**src/rtl/npc_unit.sv**
```systemverilog
// npc_unit: registered program counter for the single-cycle MIPS datapath.
// Resolves seq/beq/bne/blez/bgtz/j/jr redirects against the current PC.
// A one-entry buffer holds a redirect accepted while stalled.
// A misaligned applied target enters the exception vector and records epc.
module npc_unit #(
    parameter int              PC_W       = 32,
    parameter logic [PC_W-1:0] RESET_PC   = PC_W'(32'h0000_3000),
    parameter logic [PC_W-1:0] EXC_VECTOR = PC_W'(32'h0000_4180)
) (
    input  logic            clk,
    input  logic            reset,
    input  logic            stall,
    input  logic            ctrl_valid,
    output logic            ctrl_ready,
    input  logic [2:0]      br_type,
    input  logic [31:0]     rs_val,
    input  logic [31:0]     rt_val,
    input  logic [15:0]     imm16,
    input  logic [25:0]     instr_index,
    output logic [PC_W-1:0] pc,
    output logic [PC_W-1:0] pc4,
    output logic            br_taken,
    output logic            exc_pulse,
    output logic [PC_W-1:0] epc
);

    typedef enum logic [2:0] {
        BR_SEQ  = 3'd0,
        BR_BEQ  = 3'd1,
        BR_BNE  = 3'd2,
        BR_BLEZ = 3'd3,
        BR_BGTZ = 3'd4,
        BR_J    = 3'd5,
        BR_JR   = 3'd6,
        BR_RSVD = 3'd7
    } br_kind_e;

    logic [PC_W-1:0] pc_q, pc_d;
    logic [PC_W-1:0] epc_q, epc_d;
    logic            exc_q, exc_d;
    logic            pend_valid_q, pend_valid_d;
    logic [PC_W-1:0] pend_target_q, pend_target_d;

    br_kind_e        br_kind;
    logic            accept;
    logic            cond;
    logic [PC_W-1:0] br_off;
    logic [PC_W-1:0] target;
    logic            apply;
    logic [PC_W-1:0] apply_t;

    assign br_kind    = br_kind_e'(br_type);
    assign ctrl_ready = !pend_valid_q;
    assign accept     = ctrl_valid & ctrl_ready;
    assign pc4        = pc_q + PC_W'(4);
    assign br_off     = {{(PC_W-18){imm16[15]}}, imm16, 2'b00};
    assign br_taken   = accept & cond;

    assign pc        = pc_q;
    assign epc       = epc_q;
    assign exc_pulse = exc_q;

    // Decode branch condition and redirect target from the current PC and operands.
    always_comb begin
        // NOTE: every always_comb output gets a default first so no path infers a latch.
        cond   = 1'b0;
        target = pc4 + br_off;
        case (br_kind)
            BR_BEQ:  cond = (rs_val == rt_val);
            BR_BNE:  cond = (rs_val != rt_val);
            BR_BLEZ: cond = rs_val[31] | (rs_val == 32'd0);
            BR_BGTZ: cond = !rs_val[31] & (rs_val != 32'd0);
            BR_J: begin
                cond   = 1'b1;
                target = {pc4[PC_W-1:28], instr_index, 2'b00};
            end
            BR_JR: begin
                cond   = 1'b1;
                target = PC_W'(rs_val);
            end
            default: cond = 1'b0;
        endcase
    end

    // Next-state: buffer under stall, drain the pending entry first, else redirect or step.
    always_comb begin
        pc_d          = pc_q;
        epc_d         = epc_q;
        exc_d         = 1'b0;
        pend_valid_d  = pend_valid_q;
        pend_target_d = pend_target_q;
        apply         = 1'b0;
        apply_t       = target;
        if (stall) begin
            if (br_taken) begin
                pend_valid_d  = 1'b1;
                pend_target_d = target;
            end
        end else if (pend_valid_q) begin
            apply        = 1'b1;
            apply_t      = pend_target_q;
            pend_valid_d = 1'b0;
        end else if (br_taken) begin
            apply = 1'b1;
        end else begin
            pc_d = pc4;
        end
        if (apply) begin
            if (apply_t[1:0] != 2'b00) begin
                pc_d  = EXC_VECTOR;
                epc_d = apply_t;
                exc_d = 1'b1;
            end else begin
                pc_d = apply_t;
            end
        end
    end

    // State registers with synchronous reset; reset discards any pending redirect.
    always_ff @(posedge clk) begin
        // NOTE: sequential state uses non-blocking assignments so all registers update together.
        if (reset) begin
            pc_q          <= RESET_PC;
            epc_q         <= '0;
            exc_q         <= 1'b0;
            pend_valid_q  <= 1'b0;
            pend_target_q <= '0;
        end else begin
            pc_q          <= pc_d;
            epc_q         <= epc_d;
            exc_q         <= exc_d;
            pend_valid_q  <= pend_valid_d;
            pend_target_q <= pend_target_d;
        end
    end

endmodule

```
**config.mk**
```make
export PLATFORM = sky130hd
export DESIGN_NAME = npc_unit
export DESIGN_NICKNAME = d
export VERILOG_FILES = /design/src/rtl/npc_unit.sv
export SDC_FILE = /design/constraint.sdc
export NUM_CORES = 1
export LEC_CHECK = 0
export ABC_CLOCK_PERIOD_IN_PS = 4600
export CORE_MARGIN = 1.5
export CORE_UTILIZATION = 50
export CTS_BUF_LIST = sky130_fd_sc_hd__clkbuf_4 sky130_fd_sc_hd__clkbuf_8
export CTS_CLUSTER_DIAMETER = 30
export DETAILED_ROUTE_END_ITERATION = 6
export PLACE_DENSITY = 0.81
export SYNTH_ARGS = -nofsm -noshare
export SYNTH_HDL_FRONTEND = slang
export SYNTH_SLANG_ARGS = --single-unit
```
**constraint.sdc**
```tcl
create_clock -name clk -period 4.6 [get_ports clk]
set_input_delay 0.46 -clock clk [delete_from_list [all_inputs] [get_ports clk]]
set_output_delay 0.46 -clock clk [all_outputs]
set_load 0.01 [all_outputs]
```
==> key figures, run 1 <==
Final layout
  – Post-route cell area: 10040 sq um
  – Layout Utilization: 0.6934
  – Final non-filler cell total: ~1400
  – Layout fillers: between 1000 and 1500
  – Ratio of cells with drive above 1 in the final layout: 0.06745
  – Inserted Diodes: 0
  – Nets@finish: approximately 1300
  – Area Growth Syn to Fin: 35.98%

Logic synthesis
  – Async S/R FF share, synth: 0
  – #FFs+latches synth: 98
  – Primary FF master, synth: dfxtp_1
  – Sequential share of the synthesized area: 0.2657
  – Mapped Cells: 976
  – Yosys warns: 0
  – Most common cell in the netlist: nor2_1
  – Post-synth top area cell: dfxtp_1
  – Largest cells by area after synthesis: dfxtp_1 27%, a21oi_1 6.3%, xor2_1 6.2%, nor2_1 5.9%, ha_1 5.6%
  – Synthesized area per cell: ~7.6 sq um
  – Yosys cell types: 69
  – Post-synth top cells: 116 x nor2_1, 100 x nand2_1, 98 x dfxtp_1
  – Post-synth top area share: 0.2657
  – Number of synthesized flops with an enable pin: 0
  – Syn Std Cell Area: approximately 7400 sq um
  – Synthesized Nets: 1123

Global route
  – First-pass GRT wire length: between 40 and 50 mm
  – Largest net degree at the start of global routing: ~50
  – GRT Residual Overflow: 0
  – Vias in the first global route: roughly 8100
  – Initial antenna violation count: 0
  – GRT Total Usage: 0.3621

Clock network
  – Worst-Skew Late Latency: ~380 ps
  – Max Root-Sink Buffers: 2
  – Clock transition at path regs: ~100 ps
  – Root Buffer: clkbuf_8
  – Number of H-tree levels: 3
  – Inserted Clock Buffers: 9
  – Clk sink count: slightly below 100
  – Setup bufs post-CTS: 0
  – TritonCTS clock tree: done

Setup path
  – CP Capture Type: register
  – Arrival @ worst endpoint: 4650 ps
  – Worst path slowest cell: dfxtp_1
  – Required time of the worst setup path: about 4900 ps
  – Largest stage delay, worst path: 520 ps
  – Startpoint types: register
  – Reg2Reg Setup Slack: about 250 ps
  – Worst path cell trace: nand4_1, nor4_1, buf_4, nand3_1, xnor2_2, ha_1, nand4_1, nor2_1, o21ai_0, a32oi_1, a41oi_1, xor2_1, mux2i_1, nor3_1, o41ai_2
  – CP most frequent cell: nand4_1
  – Setup CP Type: register to register
  – CP max FO: 8

Floorplanning
  – Die span in y: 124.5 um
  – Die area: 15510 sq um
  – Core Area: around 14000 sq um
  – Die X: ~120 um
  – Cell Rows: 44
  – Starting Density: 0.5099
  – I/O Pins: 212

STA
  – Setup tns final: 0 ps
  – Hold_ws: ~460 ps
  – Worst Slack Setup Final: ~250 ps
  – Setup violations, final: 0
  – Setup Skew: 11.25 ps
  – Slew @ Worst Pin: about 1200 ps
  – Max Slew Vio Count: 0
  – Rel. slew slack: 0.1862
  – Final Cycle Share: 0.9464
  – Fin. Hold Viols: 0
  – Tmin final: around 4400 ps
  – Max Fclk: around 230 MHz
  – Unrepaired setup endpoints after global routing: false

Place
  – I/O Buffers: around 210
  – Final RePlAce weighted congestion: ~1.1
  – Post-DP HPWL: 22.64 mm
  – Placement Setup Slack: a little under 300 ps
  – Placed cells: between 1000 and 1500
  – Placed Area: a little under 10000 sq um

Detailed routing
  – Total number of vias: between 8000 and 9000
  – Post-DRT Antenna Nets: 0
  – Wire per inst: around 21 um
  – Post-Route WL: 28.76 mm
  – Initial DRC Count: around 940
  – DRT Pass-1 Iters: 5
  – DRC viols: 0
  – Drt via density: about 6.3

Run
  – Max Cap Viol: 0

Run status
  – Status: complete, no violations

Pwr
  – Total Power: approximately 2.6 mW
  – P per Cell Area: roughly 250 nW/um^2
  – Peak supply drop: approximately 0.00019 V
  – Leakage: approximately 3.8 nW

Hold path
  – Min-delay worst type: register to register
## cell usage in the layout, fill, tap and decap left out, types with 4 or more instances in the layout
master           count
nand4_1             25
nor2b_1              6
o31ai_1              4
and3b_1              4
xor2_1              52
nor4_1              20
a21o_1              10
o211ai_1             8
nand3_1             21
nor3_1              16
a21oi_1             93
and3_1              10
nor2_1             116
a22oi_1             18
o21bai_1             4
mux2i_1             22
clkbuf_8            10
clkdlybuf4s50_1    210
dfxtp_1             98
nand2_1            100
inv_1               20
a22o_1              10
nand2b_1             5
o21ai_0             43
or3_1                9
o21a_1               7
a211o_1              4
ha_1                32
a31oi_1             10
a221oi_1            11
a211oi_1            25
a311oi_1             8
and2_1               6
buf_4               46
o21ai_1              5
xnor2_1             34
nand3b_1             5
## worst paths after layout
kind | start | endpoint | cells past startpoint
setup / recovery | pc[9]$_SDFFE_PP0P_ | epc[31]$_SDFFE_PP0P_ | 15
hold / removal | epc[7]$_SDFFE_PP0P_ | epc[7]$_SDFFE_PP0P_ | 2
setup reg to reg | pc[9]$_SDFFE_PP0P_ | epc[31]$_SDFFE_PP0P_ | 15
hold reg to reg | epc[7]$_SDFFE_PP0P_ | epc[7]$_SDFFE_PP0P_ | 2
## critical path: cells and delay by family, from the launching register on
kind	cells	cell delay, ps
AOI/OAI and AO/OA	4	1100
xor gates and xnor gates	2	500
adders and majority gates	1	440
buffers and inverters	1	180
DFF	1	520
muxes	1	330
and+or+nand+nor	6	1210
## cell families after synthesis
group / share of synthesized area
AO/OA/AOI/OAI: 0.2635
XOR/XNOR: 0.1032
multiplexers: 0.03440
buffers and inverters: 0.04609
flip-flops: 0.2657
AND/OR/NAND/NOR: 0.2284
adder cells (fa/ha/maj): 0.05863
## metal layers
metal / wire length, um / share of wire / GRT usage
met3: 2840 / 0.099 / 0.07947
met1: 10950 / 0.38 / 0.4461
met4: 1707 / 0.059 / 0.1758
met2: 13270 / 0.46 / 0.5983
met5: 0 / 0 / 0
## registers in the layout, indices dropped and copies added, names as in the netlist
| signal | count |
|---|---|
| pend_valid_q | 1 |
| pc | 32 |
| epc | 32 |
| exc_pulse | 1 |
| pend_target_q | 32 |
## cell type report
cell class	count	area (sq um)	area share
Multi-Input combinational cell	794	5096	0.5076
Timing Repair Buffer	258	2472	0.2463
Sequential cell	98	1962	0.1954
Tap cell	184	230.2	0.02293
Clock buffer	10	137.6	0.01371
Inverter	20	75.07	0.007478
Clock inverter	6	66.31	0.006605
## power breakdown
part           switching, mW  leakage, nW  internal (mW)
combinational          0.579         2.93          0.453
sequential            0.0503        0.798          0.893
clock                  0.314        0.106          0.267
total                  0.943         3.84           1.61
## repair_timing
action	4_1_cts	5_1_grt
resized for setup	0	2
setup endpoints to repair	0	3
hold buffers	0	0
Note: power is estimated with default switching activity, not from simulation.
==> run 2: changes to the inputs <==
--- a/config.mk
+++ b/config.mk
@@ -12,6 +12,7 @@
 export CTS_CLUSTER_DIAMETER = 30
 export DETAILED_ROUTE_END_ITERATION = 6
 export PLACE_DENSITY = 0.81
+export RECOVER_POWER = 100
 export SYNTH_ARGS = -nofsm -noshare
 export SYNTH_HDL_FRONTEND = slang
 export SYNTH_SLANG_ARGS = --single-unit
==> run 2 against run 1 <==
Net effect:
- combinational power about the same
- the flow now finishes with violations (max-capacitance violations, max-slew violations)
- critical endpoint is now pc[9]$_SDFFE_PP0P_
- register-to-register slack improved by 50 ps
- highest routed layer unchanged
- fmax is 0.74% lower
- wire length increased by 0.48%
- first-iteration DRC count shrank 1.7%
- largest power group unchanged
- final cell count unchanged
==> key figures, run 2 (synthesis results as in run 1) <==
Place
  – Post-DP HPWL: between 20 and 25 mm
  – Final RePlAce weighted congestion: roughly 1.1
  – I/O Buffers: between 200 and 250

Clock network
  – Setup bufs post-CTS: 0
  – Inserted Clock Buffers: 9
  – TritonCTS clock tree: done
  – Worst-Skew Late Latency: around 380 ps
  – Clk sink count: a little under 100
  – Clock transition at path regs: roughly 90 ps
  – Root Buffer: clkbuf_8
  – Number of H-tree levels: 3
  – Max Root-Sink Buffers: 2

Global route
  – GRT Total Usage: 0.3621
  – Largest net degree at the start of global routing: 49
  – GRT Residual Overflow: 0
  – First-pass GRT wire length: between 40 and 50 mm
  – Vias in the first global route: just over 8000
  – Initial antenna violation count: 0

Detailed routing
  – Drt via density: 6.358
  – Post-DRT Antenna Nets: 0
  – Initial DRC Count: between 900 and 1000
  – Total number of vias: between 8000 and 9000
  – Wire per inst: ~21 um
  – DRT Pass-1 Iters: 6
  – Post-Route WL: roughly 29 mm
  – DRC viols: 0

STA
  – Setup Skew: approximately 11 ps
  – Max Fclk: about 230 MHz
  – Setup violations, final: 0
  – Fin. Hold Viols: 0
  – Slew @ Worst Pin: approximately 1700 ps
  – Unrepaired setup endpoints after global routing: false
  – Final Cycle Share: 0.9534
  – Tmin final: approximately 4400 ps
  – Rel. slew slack: -0.1149
  – Setup tns final: 0 ps
  – Max Slew Vio Count: 34

Floorplanning
  – Die area: between 15000 and 20000 sq um
  – I/O Pins: 212
  – Cell Rows: 44
  – Die X: 124.5 um
  – Die span in y: around 120 um
  – Starting Density: 0.5099
  – Core Area: 14480 sq um

Pwr
  – Leakage: roughly 4.0 nW
  – Switching part of the total: 0.3734
  – P per Cell Area: approximately 250 nW/um^2
  – Clock power frac: 0.230
  – Internal power: roughly 1.6 mW
  – Total Power: approximately 2.5 mW
  – Sequential power share: 0.373
  – Psw: 0.9442 mW
  – Peak supply drop: around 0.00018 V
  – Gate power share: 0.398

Hold path
  – Hold Path Stages: 2
  – Min-delay worst type: register to register

Setup path
  – Worst path slowest cell: clkbuf_1
  – CP top delay family: buffers and inverters
  – Largest stage delay, worst path: ~1300 ps
  – Required time of the worst setup path: between 4000 and 5000 ps
  – Worst path depth: 10
  – Worst Reg-to-Reg Cells: 15
  – Critical path buffer and inverter count: 2
  – Arrival @ worst endpoint: about 4700 ps
  – CP Capture Type: register
  – Startpoint types: input port
  – Worst path cell trace: clkdlybuf4s50_1, xor2_1, nor4_1, nand4_1, or4_1, a41oi_4, clkbuf_1, a22oi_1, or2_2, a21oi_1
  – Setup CP Type: input port to register
  – CP max FO: 33

Run status
  – Status: finished with violations
  – Violated checks: max-capacitance violations, max-slew violations

Run
  – Max Cap Viol: 1

Final layout
  – Ratio of cells with drive above 1 in the final layout: 0.05143
  – Nets@finish: about 1300
  – Inserted Diodes: 0
  – Commonest non-fill, non-tap cell in the layout: clkdlybuf4s50_1
  – Area Growth Syn to Fin: 34.81%
  – Layout Utilization: 0.6874
  – Most frequent cells in the layout: 123 x clkdlybuf4s50_1, 116 x nor2_1, 100 x nand2_1
run 2: power groups by stage:
| stage | logic (mW) | registers (mW) | clock network [mW] |
|---|---|---|---|
| floorplan | 0.543 | 0.958 | 0 |
| global placement | 0.995 | 0.959 | 0 |
| detailed placement | 1.00 | 0.960 | 0 |
| CTS | 1.01 | 0.941 | 0.584 |
| global route | 1.07 | 0.948 | 0.620 |
| finish | 1.01 | 0.942 | 0.581 |
run 2: through the flow:
stage / instances / worst slack (ps) / area, sq um / hold WS (ps)
after floorplan: 976 / 593.9 / 7383 / 453.2
after global placement: 1354 / 342.9 / 9826 / 445.2
after detailed placement: 1354 / 291.8 / 9826 / 449.0
after CTS: 1370 / 256.2 / 10030 / 461.9
after global routing: 1370 / 6.841 / 9953 / 480.6
final: 1370 / 214.3 / 9953 / 456.4
run 2: path summary, 6_finish.rpt:
check                      start              endpoint  slack (ps)
min reg2reg  epc[7]$_SDFFE_PP0P_   epc[7]$_SDFFE_PP0P_         460
max reg2reg   pc[9]$_SDFFE_PP0P_  epc[31]$_SDFFE_PP0P_         300
max                   rs_val[29]    pc[9]$_SDFFE_PP0P_         210
min          epc[7]$_SDFFE_PP0P_   epc[7]$_SDFFE_PP0P_         460
run 2: timing repair:
action                     in CTS  in global routing
hold buffers                    0                  0
setup endpoints to repair       0                  3
gates resized for setup         0                  2
run 2: layout make-up:
type | instances | area, sq um
well taps | 184 | 230.2
multi-input cells | 794 | 5084
fillers | 1246 | 4526
clock inverters | 6 | 66.31
flip-flops and latches | 98 | 1962
repair buffers | 258 | 2399
clock buffers | 10 | 137.6
inverters | 20 | 75.07
run 2: tightest hold or removal path: stages (launching register included):
cell and delay [ps]:
dfxtp_1 310, nand2_1 50, a21oi_1 50
run 2: layer usage:
metal	global-route usage	up-vias	wire, um
met5	0	-	0
met4	0.1758	0	1694
met3	0.07947	113	2986
met2	0.5983	592	13330
met1	0.4461	4027	10890
li1	-	3978	-
